===== src/rtl/fifo_ctrl.sv =====
// Pointer/flag controller for a register-file FIFO: addresses, occupancy flags, rd_valid.
// Optional sticky overflow/underflow flags enabled by defining FIFO_ERR_FLAGS_EN.
module fifo_ctrl #(
    parameter int unsigned ADDRESS_WIDTH = 4,
    parameter int unsigned AF_THRESH     = 14,
    parameter int unsigned AE_THRESH     = 2
) (
    input  logic                     clk,
    input  logic                     reset_n,
    input  logic                     wr,
    input  logic                     rd,
    output logic [ADDRESS_WIDTH-1:0] w_addr,
    output logic [ADDRESS_WIDTH-1:0] r_addr,
    output logic                     wr_en,
    output logic                     rd_valid,
    output logic                     full,
    output logic                     empty,
    output logic                     almost_full,
    output logic                     almost_empty,
    output logic [ADDRESS_WIDTH:0]   level
`ifdef FIFO_ERR_FLAGS_EN
    ,
    input  logic                     err_clr,
    output logic                     overflow,
    output logic                     underflow
`endif
);

    localparam int unsigned AW    = ADDRESS_WIDTH;
    localparam int unsigned LW    = ADDRESS_WIDTH + 1;
    localparam int unsigned DEPTH = 1 << ADDRESS_WIDTH;

    logic [AW-1:0] w_ptr_q, w_ptr_d;
    logic [AW-1:0] r_ptr_q, r_ptr_d;
    logic [LW-1:0] level_q, level_d;
    logic          full_q, full_d;
    logic          empty_q, empty_d;
    logic          af_q, af_d;
    logic          ae_q, ae_d;
    logic          rd_valid_q, rd_valid_d;
    logic          push_ok, pop_ok;

    // Full blocks the push even when a pop frees a slot, so the same slot is never written and read on one edge.
    always_comb begin
        push_ok    = wr & ~full_q;
        pop_ok     = rd & ~empty_q;
        w_ptr_d    = w_ptr_q + AW'(push_ok);
        r_ptr_d    = r_ptr_q + AW'(pop_ok);
        level_d    = level_q;
        case ({push_ok, pop_ok})
            2'b10:   level_d = level_q + LW'(1);
            2'b01:   level_d = level_q - LW'(1);
            default: level_d = level_q;
        endcase
        full_d     = (level_d == LW'(DEPTH));
        empty_d    = (level_d == '0);
        af_d       = (level_d >= LW'(AF_THRESH));
        ae_d       = (level_d <= LW'(AE_THRESH));
        rd_valid_d = pop_ok;
    end

    always_ff @(posedge clk) begin
        if (!reset_n) begin
            w_ptr_q    <= '0;
            r_ptr_q    <= '0;
            level_q    <= '0;
            full_q     <= 1'b0;
            empty_q    <= 1'b1;
            af_q       <= 1'b0;
            ae_q       <= 1'b1;
            rd_valid_q <= 1'b0;
        end else begin
            w_ptr_q    <= w_ptr_d;
            r_ptr_q    <= r_ptr_d;
            level_q    <= level_d;
            full_q     <= full_d;
            empty_q    <= empty_d;
            af_q       <= af_d;
            ae_q       <= ae_d;
            rd_valid_q <= rd_valid_d;
        end
    end

    assign w_addr       = w_ptr_q;
    assign r_addr       = r_ptr_q;
    assign wr_en        = push_ok;
    assign rd_valid     = rd_valid_q;
    assign full         = full_q;
    assign empty        = empty_q;
    assign almost_full  = af_q;
    assign almost_empty = ae_q;
    assign level        = level_q;

`ifdef FIFO_ERR_FLAGS_EN
    logic overflow_q, overflow_d;
    logic underflow_q, underflow_d;

    // Sticky error flags; a new drop wins over err_clr on the same edge.
    always_comb begin
        overflow_d  = (wr & ~push_ok) | (overflow_q & ~err_clr);
        underflow_d = (rd & empty_q) | (underflow_q & ~err_clr);
    end

    always_ff @(posedge clk) begin
        if (!reset_n) begin
            overflow_q  <= 1'b0;
            underflow_q <= 1'b0;
        end else begin
            overflow_q  <= overflow_d;
            underflow_q <= underflow_d;
        end
    end

    assign overflow  = overflow_q;
    assign underflow = underflow_q;
`endif

endmodule


===== config.mk =====
export PLATFORM = sky130hd
export DESIGN_NAME = fifo_ctrl
export DESIGN_NICKNAME = d
export VERILOG_FILES = /design/src/rtl/fifo_ctrl.sv
export SDC_FILE = /design/constraint.sdc
export NUM_CORES = 1
export LEC_CHECK = 0
export CORE_UTILIZATION = 45
export DETAILED_ROUTE_END_ITERATION = 8
export GPL_TIMING_DRIVEN = 0
export PLACE_DENSITY = 0.78
export SLEW_MARGIN = 5
export SYNTH_ARGS = -nofsm -noshare
export SYNTH_HDL_FRONTEND = slang
export SYNTH_SLANG_ARGS = --single-unit

===== constraint.sdc =====
create_clock -name clk -period 3.44 [get_ports clk]
set_input_delay 0.688 -clock clk [delete_from_list [all_inputs] [get_ports clk]]
set_output_delay 0.688 -clock clk [all_outputs]
set_load 0.05 [all_outputs]

# ---- After elaboration in Yosys (flattened, before gate mapping)
# Cells that the tools add are included.
dict set report totals {
  reg_bits 18
  in_bits 4
  out_inout_bits 19
  wordCells 23
}
dict set report classes {
  add_sub_neg 4
  order_cmp 2
  eq_ne 3
  n_mux 1
  n_bitwise 4
  n_reduce_logical 1
}
# cell n
set op_table {}
lappend op_table {{5-bit one-hot mux with 2 select lines} 1}
lappend op_table {{4-bit by 1-bit adder with 4-bit output} 2}
lappend op_table {{5-bit by 1-bit adder with 5-bit output, second input constant} 1}
lappend op_table {{5-bit equality test, second input constant} 1}
lappend op_table {{5-bit by 4-bit greater-or-equal comparator with 1-bit output, second input constant} 1}
lappend op_table {{5-bit by 2-bit less-or-equal comparator with 1-bit output, second input constant} 1}
lappend op_table {{5-bit zero test} 1}
lappend op_table {{5-bit by 1-bit subtractor with 5-bit output, second input constant} 1}
lappend op_table {{1-bit AND} 2}
lappend op_table {{2-bit by 1-bit equality test with 1-bit output, second input constant} 1}
lappend op_table {{2-bit equality test, second input constant} 1}
lappend op_table {{1-bit inverter} 2}

# ---- Depth between registers and ports, before layout
dict set report depth {
  ltp_word 5
  mapped_depth 11
  depth_no_buf 11
}

# ---- Worst setup path after synthesis
# Ideal clock, no wire load.
dict set report synth_timing {
  path_type {register to register}
  start {register full_q (netlist: full)}
  end {register af_q (netlist: almost_full)}
  setup_time_ns 0.122
  t_arrival_ns 2.641
  required_time_ns 3.318
  setup_slack_ns 0.678
  stages_incl_launch_ff 12
  path_buffers 1
  period_less_slack_ns 2.762
  path_cell_list {dfxtp_1 nand2b_4 buf_8 nand2_1 xnor2_1 ha_1 a21oi_1 nor3_1 a2111oi_2 xor2_1 and2_1 a221o_1}
}
dict set report synth_via {
  elab_chain_cells 5
  word_cells_on_any_way 6
  cone_classes {order compare: 1; eq/ne: 2; mux: 1; bitwise: 2}
}
# item line
set synth_lines {}
lappend synth_lines {{start, declared} 36} ;# logic full_q, full_d;
lappend synth_lines {{start signal, assigned} 76} ;# full_q <= full_d;
lappend synth_lines {{1-bit inverter *} 45} ;# push_ok = wr & ~full_q;
lappend synth_lines {{1-bit AND *} 45}
lappend synth_lines {{2-bit by 1-bit equality test with 1-bit output or 2-bit equality test (tied branches)} 50} ;# case ({push_ok, pop_ok})
lappend synth_lines {{5-bit one-hot mux with 2 select lines *} 50}
lappend synth_lines {{5-bit by 4-bit greater-or-equal comparator with 1-bit output *} 57} ;# af_d = (level_d >= LW'(AF_THRESH));
lappend synth_lines {{end signal, assigned} 69} ;# af_q <= 1'b0;
lappend synth_lines {{end signal, assigned} 78} ;# af_q <= af_d;
lappend synth_lines {{end, declared} 38} ;# logic af_q, af_d;
# Every way passes the cells marked *; elsewhere a longest branch is shown, timed or not.
# A chain may end at the register's enable or synchronous reset.

# ---- Worst setup path in the final report
dict set report layout_timing {
  start {input port rd}
  end {register af_q (netlist: almost_full)}
}
dict set report layout_via {
  elab_chain_cells 4
  word_cells_on_any_way 5
  cone_classes {order compare: 1; eq/ne: 2; mux: 1; bitwise: 1}
}
# item line
set layout_lines {}
lappend layout_lines {{start, declared} 11} ;# input logic rd,
lappend layout_lines {{1-bit AND *} 46} ;# pop_ok = rd & ~empty_q;
lappend layout_lines {{named net pop_ok} 41} ;# logic push_ok, pop_ok;
lappend layout_lines {{2-bit by 1-bit equality test with 1-bit output or 2-bit equality test (tied branches)} 50}
lappend layout_lines {{5-bit one-hot mux with 2 select lines *} 50}
lappend layout_lines {{5-bit by 4-bit greater-or-equal comparator with 1-bit output *} 57}
# Mark *: on every way through the listed nets, which the timed path passes. The rest lies on a longest branch.

==> results.yml <==
routing:
  via_count: 772
  drc: 0
  wirelength_um: 1766
  drt-pass1-iter-count: 4
  ant_nets: 0
  avgRoutedWirePerCell_um: 11.93
  drt_iter0_drc: 8
  vias_per_cell: 5.216
global_routing:
  grt_pass1_vias: 739
  grt_overflow: 0
  antenna_found_initial: 0
  grt_max_degree: 11
  grt_pass1_wl_um: 3263
  grtUsageTotal_pct: 17.94
synthesis:
  ys_dominant_reg_cell: "dfxtp_1"
  synth_area_um2: 982.2
  synth-compound-area-share_pct: 12.48
  synth-warning-count: 0
  synth_xor_area_share_pct: 11.34
  synth_nets: 104
  synth_edf_count: 0
  muxShareOfSynthArea_pct: 1.019
  synth.distinct_cells: 35
  syn_area_per_cell_um2: 10.34
  post_synth_and_or_nand_nor_area_fraction_pct: 26.24
  ys_seq_area_share_pct: 36.69
  synth-adder-area-share_pct: 6.369
  syn_inst: 95
  ys_seq_elements: 18
  synth_top_family_by_area: "simple AND/OR/NAND/NOR gates"
  async_reset_ff_share_pct: 0
placed_design:
  dp_cells: 144
  place_congestion: 0.7490
  dp_hpwl_um: 1339
  numPortBuffers: 22
die:
  die-area_um2: 2374
  die_h_um: 48.72
  rows: 16
  top_level_ports: 23
  die_w_um: 48.72
  start_util_pct: 49.06
  coreArea_um2: 2002
layout:
  syn_to_final_growth_pct: 29.55
  drive_above_1_share_pct: 14.05
  nNetsFinal: 131
  final_cell_mix: "22 x clkdlybuf4s50_1, 18 x dfxtp_1, 13 x and2_1, 6 x xnor2_1, 5 x ha_1"
  n_antenna_cell: 0
  final_common_cell: "clkdlybuf4s50_1"
  final_cells: 148
worst_hold_path:
  hp-class: "flop to flop"
sta:
  worst_pin_slew_ps: 497.3
  maxSlewHeadroom_pct: 66.75
  setup-violations-final: 0
  finalWorstPathRequiredPeriod_ps: 3137
  fin_skew_ps: 3.407
  period_share_pct: 91.20
  maxSlewViolCount: 0
  hold_slack_ps: 602.8
  max_freq_ghz: 0.3188
  hold_violations: 0
  rsz0062_at_grt: "false"
clock_tree:
  root_buffer: "clkbuf_4"
  cts-resized-gates: 0
  clk_pin_slew_ps: 100
  htreeDepth: 1
  cts_tree: "yes"
  cts_hold_buf: 0
  cts.sinks: 18
  clkLatencyLatePin_ps: 300
  cts_setup_buffers: 0
  clk_path_buf_depth: 2
  numCtsBuffers: 3
worst_setup_path:
  critPathMaxFanout: 6
  worstPathRequired_ps: 3630
  critPathKind: "input port to flop"
  start_kind: "input port"
  arrival_ps: 3330
  worstSetupEndpointType: "flop"
job:
  max_cap_viol_count: 0
pwr:
  vdd_ir_drop_max_mv: 0.4324
  leakage_nw: 0.5343
  power.density_nw_per_um2: 638.3
run_status:
  run_status: "completed"
cells in the mapped netlist (2+ instances only):
library cell	count	share of area, %
a21o_1	2	1.5
a21oi_1	3	1.5
and2_1	13	8.3
buf_2	3	1.5
clkbuf_1	2	0.76
dfxtp_1	18	37
ha_1	5	6.4
nand2_1	2	0.76
nand2b_4	2	2.8
nand3_1	2	1.0
nor2_1	3	1.1
nor3_1	4	2.0
nor3b_1	2	1.5
nor4b_1	4	3.6
o21a_1	2	1.5
xnor2_1	6	5.4
xor2_1	4	3.6
cell type report:
cell class,count,area (um^2)
fillers,175,729.5
multi-input cells,68,564.3
flip-flops and latches,18,360.3
repair buffers,22,220.2
plain buffers,7,48.80
clock buffers,4,36.28
well taps,27,33.78
inverters,2,8.758
path summary, 6_finish.rpt:
kind                   from          end  slack [ps]  cells after the start
setup / recovery         rd  almost_full         300                     12
hold / removal    w_addr[3]    w_addr[3]         600                      2
setup reg to reg       full  almost_full         790                     11
hold reg to reg   w_addr[3]    w_addr[3]         600                      2
cells by family after synthesis:
family / Yosys count
AO/OA/AOI/OAI: 14
XOR/XNOR: 11
adder cells (fa/ha/maj): 5
buffers and inverters: 9
flip-flops: 18
multiplexers: 1
AND/OR/NAND/NOR: 37
stage by stage:
step                      setup TNS, ps  power [mW]  worst slack (ps)  area, um^2  utilization [%]
after detailed placement         -2.033      0.6836            -2.033        1236            61.75
after global placement                0      0.6751             40.25        1236            61.75
after global routing                  0      0.8590             124.5        1272            63.56
after CTS                             0      0.8178             320.1        1272            63.56
after floorplan                       0      0.5788             677.6       982.2                -
final                                 0      0.8122             302.9        1272            63.56
worst max-delay path, stage by stage:
cell	delay (ps)
clkdlybuf4s50_1	500
nand2b_4	70
clkinv_2	80
nand2_1	170
xnor2_1	180
ha_1	200
a21oi_1	280
nor3_1	100
a2111oi_2	410
xor2_1	130
and2_1	230
a221o_1	280
per-layer routing:
layer / GRT usage (%) / part of all wire [%]
met5: 0 / 0
met3: 3.459 / 3.3
met2: 29.40 / 48
met4: 9.804 / 2.3
met1: 21.94 / 47
where the power goes:
group          internal (mW)  total, mW  leakage, nW  switching (mW)
logic                  0.164      0.417        0.366           0.253
registers              0.240      0.264        0.147          0.0240
clock network         0.0646      0.131       0.0210          0.0667
registers in the layout (all words and copies together), names as in the netlist:
signal        cells
r_addr            4
level             5
rd_valid          1
empty             1
almost_full       1
full              1
almost_empty      1
w_addr            4
Note: power is estimated with default switching activity, not from simulation.
